===== src/rtl/mem_bus_arbiter_if.sv =====
// Bundle of the instruction port, data port and shared Avalon master signals.
// The arbiter connects through the master modport; the environment drives through slave.
interface mem_bus_arbiter_if;
    localparam int unsigned ADDR_W = 32;
    localparam int unsigned DATA_W = 32;
    localparam int unsigned BE_W   = 4;

    // instruction port
    logic [ADDR_W-1:0] i_address;
    logic              i_read;
    logic              i_waitrequest;
    logic [DATA_W-1:0] i_readdata;
    // data port
    logic [ADDR_W-1:0] d_address;
    logic              d_read;
    logic              d_write;
    logic [DATA_W-1:0] d_writedata;
    logic [BE_W-1:0]   d_byteenable;
    logic              d_waitrequest;
    logic [DATA_W-1:0] d_readdata;
    // shared bus
    logic [ADDR_W-1:0] address;
    logic              read;
    logic              write;
    logic [DATA_W-1:0] writedata;
    logic [BE_W-1:0]   byteenable;
    logic              waitrequest;
    logic [DATA_W-1:0] readdata;
    logic              grant_d;

    modport master (
        input  i_address, i_read, d_address, d_read, d_write, d_writedata, d_byteenable,
        input  waitrequest, readdata,
        output i_waitrequest, i_readdata, d_waitrequest, d_readdata,
        output address, read, write, writedata, byteenable, grant_d
    );

    modport slave (
        output i_address, i_read, d_address, d_read, d_write, d_writedata, d_byteenable,
        output waitrequest, readdata,
        input  i_waitrequest, i_readdata, d_waitrequest, d_readdata,
        input  address, read, write, writedata, byteenable, grant_d
    );
endinterface


===== src/rtl/mem_bus_arbiter.sv =====
// Two-port (instruction/data) arbiter onto one Avalon master with same-cycle grant,
// lock-until-complete on stalled transfers and optional round-robin on contention.
module mem_bus_arbiter #(
    parameter bit RR_ENABLE = 1'b1
) (
    input  logic                clk,
    input  logic                reset,
    mem_bus_arbiter_if.master   bus
);
    localparam logic [1:0] IDLE   = 2'd0;
    localparam logic [1:0] LOCK_I = 2'd1;
    localparam logic [1:0] LOCK_D = 2'd2;

    localparam logic GNT_I = 1'b0;
    localparam logic GNT_D = 1'b1;

    logic [1:0] state_q, state_d;
    logic       last_grant_q, last_grant_d;
    logic       i_req, d_req;
    logic       gnt_i, gnt_d;

    // Grant decision: combinational in IDLE, held while locked, none during reset.
    always_comb begin
        i_req = bus.i_read;
        d_req = bus.d_read | bus.d_write;
        gnt_i = 1'b0;
        gnt_d = 1'b0;
        if (!reset) begin
            case (state_q)
                IDLE: begin
                    if (d_req && (!i_req || !RR_ENABLE || (last_grant_q == GNT_I))) begin
                        gnt_d = 1'b1;
                    end else if (i_req) begin
                        gnt_i = 1'b1;
                    end
                end
                LOCK_I:  gnt_i = 1'b1;
                LOCK_D:  gnt_d = 1'b1;
                default: ;
            endcase
        end
    end

    // Next state: lock on a stalled grant, release on bus completion.
    // Completion while locked is judged on waitrequest alone so a dropped request cannot hang the bus.
    always_comb begin
        state_d      = state_q;
        last_grant_d = last_grant_q;
        case (state_q)
            IDLE: begin
                if (gnt_d) begin
                    if (bus.waitrequest) state_d = LOCK_D;
                    else                 last_grant_d = GNT_D;
                end else if (gnt_i) begin
                    if (bus.waitrequest) state_d = LOCK_I;
                    else                 last_grant_d = GNT_I;
                end
            end
            LOCK_I: begin
                if (!bus.waitrequest) begin
                    state_d      = IDLE;
                    last_grant_d = GNT_I;
                end
            end
            LOCK_D: begin
                if (!bus.waitrequest) begin
                    state_d      = IDLE;
                    last_grant_d = GNT_D;
                end
            end
            default: state_d = IDLE;
        endcase
    end

    always_ff @(posedge clk) begin
        if (reset) begin
            state_q      <= IDLE;
            last_grant_q <= GNT_I;
        end else begin
            state_q      <= state_d;
            last_grant_q <= last_grant_d;
        end
    end

    // Bus mux and per-port response routing.
    always_comb begin
        bus.address       = 32'h0;
        bus.read          = 1'b0;
        bus.write         = 1'b0;
        bus.writedata     = 32'h0;
        bus.byteenable    = 4'h0;
        bus.i_readdata    = 32'h0;
        bus.d_readdata    = 32'h0;
        bus.i_waitrequest = gnt_i ? bus.waitrequest : i_req;
        bus.d_waitrequest = gnt_d ? bus.waitrequest : d_req;
        bus.grant_d       = gnt_d;
        if (gnt_d) begin
            bus.address    = bus.d_address;
            bus.write      = bus.d_write;
            bus.read       = bus.d_read & ~bus.d_write;
            bus.writedata  = bus.d_writedata;
            bus.byteenable = bus.d_byteenable;
            bus.d_readdata = bus.readdata;
        end else if (gnt_i) begin
            // Instruction fetches are always full-word reads.
            bus.address    = bus.i_address;
            bus.read       = bus.i_read;
            bus.byteenable = 4'hF;
            bus.i_readdata = bus.readdata;
        end
    end
endmodule


===== src/flat_wrapper.sv =====
// flat-port wrapper written by rule: the top's interface ports become plain ports
module mem_bus_arbiter_flat 
#(
    parameter bit RR_ENABLE = 1'b1
)
  (clk, reset, bus_i_address, bus_i_read, bus_d_address, bus_d_read, bus_d_write, bus_d_writedata, bus_d_byteenable, bus_waitrequest, bus_readdata, bus_i_waitrequest, bus_i_readdata, bus_d_waitrequest, bus_d_readdata, bus_address, bus_read, bus_write, bus_writedata, bus_byteenable, bus_grant_d);
  mem_bus_arbiter_if bus_i ();
  input  logic clk;
  input  logic reset;
  input wire logic [$bits(bus_i.i_address)-1:0] bus_i_address;
  input wire logic [$bits(bus_i.i_read)-1:0] bus_i_read;
  input wire logic [$bits(bus_i.d_address)-1:0] bus_d_address;
  input wire logic [$bits(bus_i.d_read)-1:0] bus_d_read;
  input wire logic [$bits(bus_i.d_write)-1:0] bus_d_write;
  input wire logic [$bits(bus_i.d_writedata)-1:0] bus_d_writedata;
  input wire logic [$bits(bus_i.d_byteenable)-1:0] bus_d_byteenable;
  input wire logic [$bits(bus_i.waitrequest)-1:0] bus_waitrequest;
  input wire logic [$bits(bus_i.readdata)-1:0] bus_readdata;
  output wire logic [$bits(bus_i.i_waitrequest)-1:0] bus_i_waitrequest;
  output wire logic [$bits(bus_i.i_readdata)-1:0] bus_i_readdata;
  output wire logic [$bits(bus_i.d_waitrequest)-1:0] bus_d_waitrequest;
  output wire logic [$bits(bus_i.d_readdata)-1:0] bus_d_readdata;
  output wire logic [$bits(bus_i.address)-1:0] bus_address;
  output wire logic [$bits(bus_i.read)-1:0] bus_read;
  output wire logic [$bits(bus_i.write)-1:0] bus_write;
  output wire logic [$bits(bus_i.writedata)-1:0] bus_writedata;
  output wire logic [$bits(bus_i.byteenable)-1:0] bus_byteenable;
  output wire logic [$bits(bus_i.grant_d)-1:0] bus_grant_d;
  assign bus_i.i_address = bus_i_address;
  assign bus_i.i_read = bus_i_read;
  assign bus_i.d_address = bus_d_address;
  assign bus_i.d_read = bus_d_read;
  assign bus_i.d_write = bus_d_write;
  assign bus_i.d_writedata = bus_d_writedata;
  assign bus_i.d_byteenable = bus_d_byteenable;
  assign bus_i.waitrequest = bus_waitrequest;
  assign bus_i.readdata = bus_readdata;
  assign bus_i_waitrequest = bus_i.i_waitrequest;
  assign bus_i_readdata = bus_i.i_readdata;
  assign bus_d_waitrequest = bus_i.d_waitrequest;
  assign bus_d_readdata = bus_i.d_readdata;
  assign bus_address = bus_i.address;
  assign bus_read = bus_i.read;
  assign bus_write = bus_i.write;
  assign bus_writedata = bus_i.writedata;
  assign bus_byteenable = bus_i.byteenable;
  assign bus_grant_d = bus_i.grant_d;
  mem_bus_arbiter #(.RR_ENABLE(RR_ENABLE)) u_core (.clk(clk), .reset(reset), .bus(bus_i));
endmodule

===== config.mk =====
export PLATFORM = sky130hd
export DESIGN_NAME = mem_bus_arbiter_flat
export DESIGN_NICKNAME = d
export VERILOG_FILES = /design/src/rtl/mem_bus_arbiter_if.sv /design/src/rtl/mem_bus_arbiter.sv /design/src/flat_wrapper.sv
export SDC_FILE = /design/constraint.sdc
export NUM_CORES = 1
export LEC_CHECK = 0
export ABC_CLOCK_PERIOD_IN_PS = 4450
export CORE_AREA = 2 2 108 110
export DETAILED_ROUTE_END_ITERATION = 10
export DIE_AREA = 0 0 110 112
export SYNTH_ARGS = -nofsm -noshare
export SYNTH_HDL_FRONTEND = slang
export SYNTH_SLANG_ARGS = --single-unit

===== constraint.sdc =====
create_clock -name clk -period 4.45 [get_ports clk]
set_clock_uncertainty 0.15 [all_clocks]
set_input_delay 0.89 -clock clk [delete_from_list [all_inputs] [get_ports clk]]
set_output_delay 0.89 -clock clk [all_outputs]
set_load 0.01 [all_outputs]

==> metrics.md <==
| Metric | Value |
|---|---|
| Mapped Area | `1350 um2` |
| Dpl ws | `254 ps` |
| Min-Delay Endpoint | `u_core.state_q[1]` |
| CTS buffer count | `3` |
| CTS resizes | `0` |
| Layout cells sized above 1 | `0.0197` |
| H-tree Lvls | `1` |
| Critical Path Start | `bus_d_write` |
| Leakage | `1.63 nW` |
| Reg2Reg Setup Slack | `2550 ps` |
| Clk slew on worst S/H paths | `30 ps` |
| Yosys warning total | `0` |
| FF/Latch Area | `60.1 um2` |
| Starting DRT DRC Count | `121` |
| Synth area leader | `and2_1` |
| CTS max path bufs | `2` |
| DPL Wire Length | `7.43 mm` |
| Crit Path Max Fanout | `69` |
| Synthesized area per cell | `6.91 um2` |
| Die width | `110 um` |
| Max-cap viol count | `0` |
| Final antenna-violating net count | `0` |
| Sequential fraction of the synthesis area | `0.0446` |
| Outcome | `finished, final reports clean` |
| Least-Margin Pin Slew | `510 ps` |
| # nets final | `599` |
| Hold Path Class | `reg -> reg` |
| Antenna violations before repair | `0` |
| Via-to-Cell Ratio | `4.14` |
| DRC viols | `0` |
| Clock Tree Root | `clkbuf_16` |
| Routed WL | `9.10 mm` |
| Max Transition Viols Final | `0` |
| Hold buffer count at cts | `0` |
| Reg2reg end | `u_core.state_q[0]` |
| Startpoint Class | `input port` |
| PortBufs | `274` |
| #FFs+latches synth | `3` |
| Number of global-route vias before repair | `2485` |
| Synth top area share | `0.450` |
| Post-synth EDFFs | `0` |
| Count of different cell masters after synthesis | `31` |
| Post-CTS Setup Inserts | `0` |
| DRT Pass-1 Iters | `4` |
| Peak Freq | `0.237 GHz` |
| Routed len/inst | `15.2 um` |
| FP Rows | `39` |
| R2R depth | `5` |
| GPL Wtd Cong | `0.865` |
| Largest net degree at the start of global routing | `104` |
| I/O Pins | `275` |
| Async SR Flop Fraction | `0` |
| Met3 routed WL | `1.16 mm` |
| Area of the multi-input gates | `1190 um2` |
| Setup WS post-layout | `239 ps` |
| Worst-skew pair later-pin latency | `230 ps` |
| CORE AREA | `11200 um2` |
| Hold depth | `2` |
| CTS sink count | `3` |
| RSZ-0062 raised after global routing | `no` |
| Synth-to-Final Area Change | `220%` |
| Period utilization | `0.946` |
| Setup TNS | `0 ps` |
| Full die area | `12300 um2` |
| Die H | `112 um` |
| Final hold vios | `0` |
| GRT overflow | `0` |
| Worst Min Path Start | `u_core.state_q[1]` |
| Pwr Total | `0.837 mW` |
| Predominant post-synthesis flop cell | `dfxtp_1` |
| Top Metal Used | `met4` |
| Max-slew headroom | `0.659` |
| # fillers | `1137` |
| Crit. End Element | `output pin` |
| Critical path class | `in -> out` |
| Setup-failing EPs final | `0` |
| Tmin final | `4210 ps` |
| Synth Net Count | `337` |
| Power Dens Cells | `194 nW/um2` |
| First-pass GRT wire length | `12.7 mm` |
| Cells after Synth | `195` |
| Met1 Wirelength | `2.98 mm` |
| RR Startpoint | `u_core.state_q[1]` |
| Hold Worst Slack | `402 ps` |
| Placed Cells | `595` |
| Crit path DAT | `3170 ps` |
| DR vias | `2480` |
| CTS tree | `built` |
| Area contributors post-synth | `and2_1 45%, a22o_1 21%, dfxtp_1 4.5%` |
| Final Non-Filler Cells | `599` |
| Starting Density | `0.121` |
| Met2 WL | `4.82 mm` |
| ANT cells | `0` |
| Worst EP required | `3410 ps` |
| Peak VDD IR | `130 uV` |
| GR Util All Layers | `0.132` |
[cells in the final DEF (no fill, tap or decap)]
cell | netlist | layout
or3_1 | 2 | 2
a21o_1 | 5 | 5
and2_1 | 97 | 97
o21ai_0 | 3 | 3
a2bb2oi_2 | 1 | 1
o21bai_1 | 1 | 1
a31oi_1 | 2 | 2
nand2_1 | 1 | 1
o31a_1 | 1 | 1
o211ai_1 | 1 | 1
o22ai_1 | 1 | 1
nor2_1 | 5 | 4
a211oi_1 | 1 | 1
clkbuf_1 | 11 | 1
buf_12 | 0 | 2
a22o_1 | 32 | 32
nor3_1 | 1 | 1
o31ai_1 | 1 | 1
a311oi_1 | 1 | 1
nor2b_1 | 1 | 1
ha_1 | 4 | 4
dfxtp_1 | 3 | 3
mux2i_1 | 1 | 1
a21oi_1 | 2 | 2
nor2_4 | 0 | 1
a21oi_2 | 1 | 1
inv_1 | 5 | 5
a32o_1 | 1 | 1
clkdlybuf4s50_1 | 0 | 274
and4b_1 | 1 | 1
nor3b_4 | 0 | 1
clkbuf_16 | 0 | 3
[synthesized netlist by cell type, drive strengths merged, types with 2 or more instances]
cell type  instances
or3                2
buf                8
a21o               5
dfxtp              3
and2              97
a31oi              2
clkbuf            11
a21oi              3
ha                 4
inv                5
o21ai              3
nor2               5
a22o              32
[worst max-delay path: stages]
cell	delay (ps)
clkdlybuf4s50_1	470
a2bb2oi_2	200
a21oi_2	270
nor3b_4	270
buf_12	270
and2_1	170
clkdlybuf4s50_1	560
[kinds of logic (layout without fill, tap and decap cells)]
logic type,count (synthesis),in the layout,synth area share
and+or+nand+nor,109,109,0.501
adders and majority gates,4,4,0.0371
buffers and inverters,24,285,0.0808
AOI/OAI and AO/OA,54,54,0.329
muxes,1,1,0.00743
DFF,3,3,0.0446
[metal layers]
layer,vias to the layer above,global-route usage
met3,13,0.0357
met5,-,0
met2,178,0.267
met4,0,0.0287
li1,1193,-
met1,1096,0.128
[report_power, final]
part	internal [mW]	total (mW)	switching (mW)
Combinational	0.404	0.654	0.250
Sequential	0.0312	0.0362	0.00502
Clock	0.119	0.146	0.0280
[layout make-up]
class | instances | area share
clock buffer | 4 | 0.0183
sequential | 3 | 0.0139
tap | 143 | 0.0415
multi-input combinational | 168 | 0.277
inverter | 5 | 0.00435
timing repair buffer | 276 | 0.645
[stage by stage]
step / cell area (um2) / utilization
4_1_cts: 4310 / 0.386
3_3_place_gp: 4230 / 0.379
2_1_floorplan: 1350 / -
3_5_place_dp: 4230 / 0.379
5_1_grt: 4310 / 0.386
6_report: 4310 / 0.386
[how the worst max path moves through the flow]
stage / endpoint / slack (ps) / cells past startpoint
2_1_floorplan: bus_address[17] / 1420 / 6
3_3_place_gp: bus_i_readdata[24] / 310 / 7
3_5_place_dp: bus_i_readdata[11] / 250 / 7
4_1_cts: bus_i_readdata[11] / 250 / 7
5_1_grt: bus_address[4] / 130 / 7
6_report: bus_i_readdata[24] / 240 / 7
No activity file was read; power rests on OpenSTA's default activity.
